<file path="src/rtl/apb_req_arbiter.sv">
// Two-requester round-robin front end for the bridge's single APB master port.
// Optional macro APB_TIMEOUT_EN aborts an ACCESS phase after TIMEOUT_CYCLES wait states.
module apb_req_arbiter #(
  parameter int ADDR_W         = 32,
  parameter int DATA_W         = 32,
  parameter int TIMEOUT_CYCLES = 16
) (
  input  logic              Hclk,
  input  logic              Hresetn,
  input  logic              req0,
  input  logic              wr0,
  input  logic [ADDR_W-1:0] addr0,
  input  logic [DATA_W-1:0] wdata0,
  input  logic              req1,
  input  logic              wr1,
  input  logic [ADDR_W-1:0] addr1,
  input  logic [DATA_W-1:0] wdata1,
  output logic              done0,
  output logic              done1,
  output logic [DATA_W-1:0] rdata,
  output logic              err,
  output logic [2:0]        Pselx,
  output logic              Penable,
  output logic              Pwrite,
  output logic [ADDR_W-1:0] Paddr,
  output logic [DATA_W-1:0] Pwdata,
  input  logic [DATA_W-1:0] Prdata,
  input  logic              Pready
);

  // ERROR is the extra cycle that reports an unmapped grant made at a completion edge
  typedef enum logic [1:0] {IDLE, SETUP, ACCESS, ERROR} state_t;

  state_t            state;
  logic              last;
  logic              owner;
  logic              elig0;
  logic              elig1;
  logic              g_any;
  logic              g_idx;
  logic              g_wr;
  logic [ADDR_W-1:0] g_addr;
  logic [DATA_W-1:0] g_wdata;
  logic [2:0]        g_sel;
  logic              timeout_hit;
  logic              finish;

  function automatic logic [2:0] decode(input logic [ADDR_W-1:0] a);
    logic [ADDR_W-1:0] region;
    region = a >> 26;
    case (region)
      ADDR_W'(32): decode = 3'b001;
      ADDR_W'(33): decode = 3'b010;
      ADDR_W'(34): decode = 3'b100;
      default:     decode = 3'b000;
    endcase
  endfunction

  // A requester whose done is showing this cycle is masked so its held req is not re-granted
  always_comb begin
    elig0 = req0 & ~done0;
    elig1 = req1 & ~done1;
    g_any = 1'b0;
    g_idx = 1'b0;
    if (state == IDLE) begin
      g_any = elig0 | elig1;
      g_idx = (elig0 & elig1) ? ~last : elig1;
    end else begin
      g_idx = ~owner;
      g_any = owner ? req0 : req1;
    end
    g_wr    = g_idx ? wr1 : wr0;
    g_addr  = g_idx ? addr1 : addr0;
    g_wdata = g_idx ? wdata1 : wdata0;
    g_sel   = decode(g_addr);
  end

`ifdef APB_TIMEOUT_EN
  localparam int CNT_W = $clog2(TIMEOUT_CYCLES + 1);
  logic [CNT_W-1:0] wait_cnt;

  always_ff @(posedge Hclk or negedge Hresetn) begin
    if (!Hresetn) begin
      wait_cnt <= '0;
    end else if (state == ACCESS && !Pready) begin
      wait_cnt <= wait_cnt + 1'b1;
    end else begin
      wait_cnt <= '0;
    end
  end

  assign timeout_hit = (state == ACCESS) && !Pready && (wait_cnt == CNT_W'(TIMEOUT_CYCLES - 1));
`else
  assign timeout_hit = 1'b0;
`endif

  assign finish = (state == ACCESS) && (Pready || timeout_hit);

  always_ff @(posedge Hclk or negedge Hresetn) begin
    if (!Hresetn) begin
      state   <= IDLE;
      last    <= 1'b1;
      owner   <= 1'b0;
      done0   <= 1'b0;
      done1   <= 1'b0;
      rdata   <= '0;
      err     <= 1'b0;
      Pselx   <= 3'b000;
      Penable <= 1'b0;
      Pwrite  <= 1'b0;
      Paddr   <= '0;
      Pwdata  <= '0;
    end else begin
      done0 <= 1'b0;
      done1 <= 1'b0;
      err   <= 1'b0;
      rdata <= '0;
      case (state)
        IDLE: begin
          if (g_any) begin
            owner <= g_idx;
            if (g_sel != 3'b000) begin
              Pselx   <= g_sel;
              Penable <= 1'b0;
              Paddr   <= g_addr;
              Pwrite  <= g_wr;
              Pwdata  <= g_wdata;
              state   <= SETUP;
            end else begin
              {done1, done0} <= g_idx ? 2'b10 : 2'b01;
              err            <= 1'b1;
              last           <= g_idx;
            end
          end
        end
        SETUP: begin
          Penable <= 1'b1;
          state   <= ACCESS;
        end
        ACCESS: begin
          if (finish) begin
            last           <= owner;
            {done1, done0} <= owner ? 2'b10 : 2'b01;
            err            <= !Pready;
            rdata          <= (Pready && !Pwrite) ? Prdata : '0;
            Penable        <= 1'b0;
            if (g_any) begin
              owner <= g_idx;
              if (g_sel != 3'b000) begin
                Pselx  <= g_sel;
                Paddr  <= g_addr;
                Pwrite <= g_wr;
                Pwdata <= g_wdata;
                state  <= SETUP;
              end else begin
                Pselx <= 3'b000;
                state <= ERROR;
              end
            end else begin
              Pselx <= 3'b000;
              state <= IDLE;
            end
          end
        end
        ERROR: begin
          {done1, done0} <= owner ? 2'b10 : 2'b01;
          err            <= 1'b1;
          last           <= owner;
          state          <= IDLE;
        end
        default: state <= IDLE;
      endcase
    end
  end

endmodule

</file>
<file path="config.mk">
export PLATFORM = sky130hd
export DESIGN_NAME = apb_req_arbiter
export DESIGN_NICKNAME = d
export VERILOG_FILES = /design/src/rtl/apb_req_arbiter.sv
export SDC_FILE = /design/constraint.sdc
export NUM_CORES = 1
export LEC_CHECK = 0
export ABC_AREA = 1
export ABC_CLOCK_PERIOD_IN_PS = 4500
export CAP_MARGIN = 10
export CORE_ASPECT_RATIO = 0.6
export CORE_MARGIN = 10
export CORE_UTILIZATION = 42
export DETAILED_ROUTE_END_ITERATION = 8
export MAX_ROUTING_LAYER = met4
export PLACE_DENSITY = 0.87
export SYNTH_ARGS = -nofsm -noshare
export SYNTH_HDL_FRONTEND = slang
export SYNTH_SLANG_ARGS = --single-unit
</file>
<file path="constraint.sdc">
create_clock -name Hclk -period 4.5 [get_ports Hclk]
set_clock_uncertainty 0.05 [all_clocks]
set_input_delay 0.45 -clock Hclk [delete_from_list [all_inputs] [get_ports Hclk]]
set_output_delay 0.45 -clock Hclk [all_outputs]
set_load 0.02 [all_outputs]
</file>
==> impl_metrics.py <==
metrics = {
    "critical_path": {
        "critical_path_buf_inv_count": 2,
        "critPathKind": "in2reg",
        "crit_family": "simple AND/OR/NAND/NOR gates",
        "cp-end-kind": "flip-flop",
        "required_ns": 4.66,
        "crit_top_cell": "nand2_1",
        "crit_arrival_ns": 3.19,
        "r2r_slack_ns": 1.49,
        "cp_max_fo": 63,
        "slowest_delay_ns": 0.50,
        "path_cells": "clkdlybuf4s50_1 -> nand3_1 -> nand3_2 -> nand2_2 -> nand2_1 -> nand2_1 -> nor2_1 -> nand3_2 -> nor2_8 -> inv_4 -> nand2_1 -> nand2_1",
        "critPathSlowestCell": "clkdlybuf4s50_1",
        "start_kind": "input pin",
    },
    "clock_tree": {
        "clockBufferDepth": 2,
        "cts_tree": "yes",
        "cts_buffers": 9,
        "postCtsSetupBuffers": 0,
        "cts.repair.resized": 0,
        "clk_latency_ns": 0.33,
        "htreeDepth": 3,
        "ctsHoldBuffers": 0,
        "clkTransAtPathRegs_ns": 0.07,
        "cts-root-buf": "clkbuf_16",
        "cts.sinks": 108,
    },
    "floorplanning": {
        "die_w_um": 160,
        "rows": 30,
        "core_area_um2": 11400,
        "die-height_um": 104,
        "start_util_pct": 43.4,
        "io_pins": 271,
        "die_area_um2": 16600,
    },
    "run_status": {
        "outcome": "complete, no violations",
    },
    "layout": {
        "synthToLayoutAreaGrowth_pct": 62.2,
        "finalCoreUtilization_pct": 70.3,
        "insertedDiodeCount": 0,
        "drive_gt1_share_pct": 12.0,
        "finalNetCount": 969,
        "stdcell_area_um2": 8000,
    },
    "sta": {
        "finalSetupViolations": 0,
        "relSlewSlack_pct": 35.1,
        "setup_tns_ns": 0,
        "fin_crit_sh_pct": 67.4,
        "grt_setup_unrepaired": "no",
        "worst_pin_slew_ns": 0.971,
        "fin_crit_ns": 3.03,
        "hold_violations": 0,
        "max_clock_freq_mhz": 330,
        "drv_slew": 0,
    },
    "pwr": {
        "powerDensity_nw_per_um2": 552,
        "peakVddDrop_uv": 258,
        "power_leakage_nw": 3.70,
        "total_power_mw": 4.41,
    },
    "synthesis": {
        "ys_seq_elements": 108,
        "yosysUniqueCellTypes": 24,
        "ys_warn_count": 0,
        "synth.cell_area_um2": 4930,
        "ys_seq_area_share_pct": 54.8,
        "synthCells": 542,
        "syn_area_per_cell_um2": 9.10,
        "synth_nets": 709,
    },
    "drt": {
        "via_per_inst": 4.74,
        "via_count": 4579,
        "routedWlPerCell_um": 17.9,
        "routed_wirelength_um": 17300,
        "drt_pass1_iterations": 4,
        "drc_errors": 0,
        "ant_nets": 0,
        "drtIter0Drc": 277,
    },
    "grt": {
        "grt_max_degree": 65,
        "overflow": 0,
        "first_global_vias": 4906,
        "antenna_found_initial": 0,
        "grt_first_pass_wirelength_um": 27100,
        "grt_usage_pct": 20.8,
    },
    "hold_path": {
        "hold_class": "in2async",
    },
    "place": {
        "dp_hpwl_um": 13900,
        "dpl_cell_area_um2": 7700,
        "portBuffers": 270,
        "gp_congestion": 0.913,
    },
    "job": {
        "max_cap_viol_count": 0,
    },
}
-- final timing paths --
path / from / cells past startpoint / to
max in group asynchronous: Hresetn / 2 / Paddr[22]
worst max register to register: state[0] / 12 / Pwdata[17]
worst max-delay path: req0 / 12 / Pwdata[17]
min in group Hclk: Paddr[7] / 2 / Paddr[7]
worst min-delay path: Hresetn / 1 / Pwdata[9]
worst min register to register: Paddr[7] / 2 / Paddr[7]
-- synth_stat cells, drive strengths merged --
| cell type | n | area share (%) |
|---|---|---|
| nand2 | 254 | 19 |
| dfrtp | 107 | 54 |
| mux2 | 59 | 13 |
| nor2 | 48 | 4.2 |
| inv | 22 | 1.7 |
| buf | 17 | 2.8 |
| nand3 | 13 | 1.5 |
| clkbuf | 8 | 0.61 |
| o21ai | 8 | 0.81 |
| nand4 | 2 | 0.25 |
| or2 | 2 | 0.25 |
| a21oi | 1 | 0.10 |
| dfstp | 1 | 0.53 |
-- cells by family (layout without fill, tap and decap cells) --
logic type / Yosys count / count (layout) / synth area share [%]
flip-flops: 108 / 108 / 54.8
AND/OR/NAND/NOR: 319 / 319 / 25.6
buffers and inverters: 47 / 312 / 5.18
multiplexers: 59 / 59 / 13.5
AO/OA/AOI/OAI: 9 / 9 / 0.913
-- flip-flops by register name, indices dropped and copies added, names as in the netlist, 2 cells and up --
signal and count:
rdata 32, Pselx 3, Paddr 32, Pwdata 32, state 2
-- cell usage in the layout, fill, tap and decap left out, drive strengths merged --
cell type        n
a21oi            1
buf              5
bufinv           1
clkbuf          10
clkdlybuf4s50  269
clkinv           2
clkinvlp         1
dfrtp          107
dfstp            1
inv             24
mux2            59
nand2          254
nand3           13
nand4            2
nor2            48
o21ai            8
or2              2
-- metrics by stage --
stage | hold slack [ns] | setup WS, ns | instances
after floorplan | 0.104 | 2.49 | 542
after global placement | 0.402 | 1.35 | 951
after detailed placement | 0.407 | 1.13 | 951
after CTS | 0.181 | 1.49 | 967
after global routing | 0.208 | 1.19 | 967
final | 0.156 | 1.47 | 967
-- metal layers --
layer | up-vias | GRT usage, % | share of wire, %
met5 | - | - | 0
met4 | 0 | 2.94 | 1.3
met3 | 18 | 8.14 | 9.3
met2 | 212 | 34.7 | 48
met1 | 2147 | 23.7 | 41
li1 | 2202 | - | -
-- area by class of cell --
| class | count | area (µm²) |
|---|---|---|
| tap | 160 | 200 |
| multi-input combinational | 387 | 1980 |
| sequential | 108 | 2700 |
| timing repair buffer | 274 | 2730 |
| inverter | 22 | 85.1 |
| clock inverter | 6 | 71.3 |
| fill | 850 | 3380 |
| clock buffer | 10 | 229 |
-- report_power, final --
group / switching, mW / internal (mW)
registers: 0.169 / 1.27
logic: 1.19 / 0.997
clock network: 0.354 / 0.438
No activity file was read; power rests on OpenSTA's default activity.
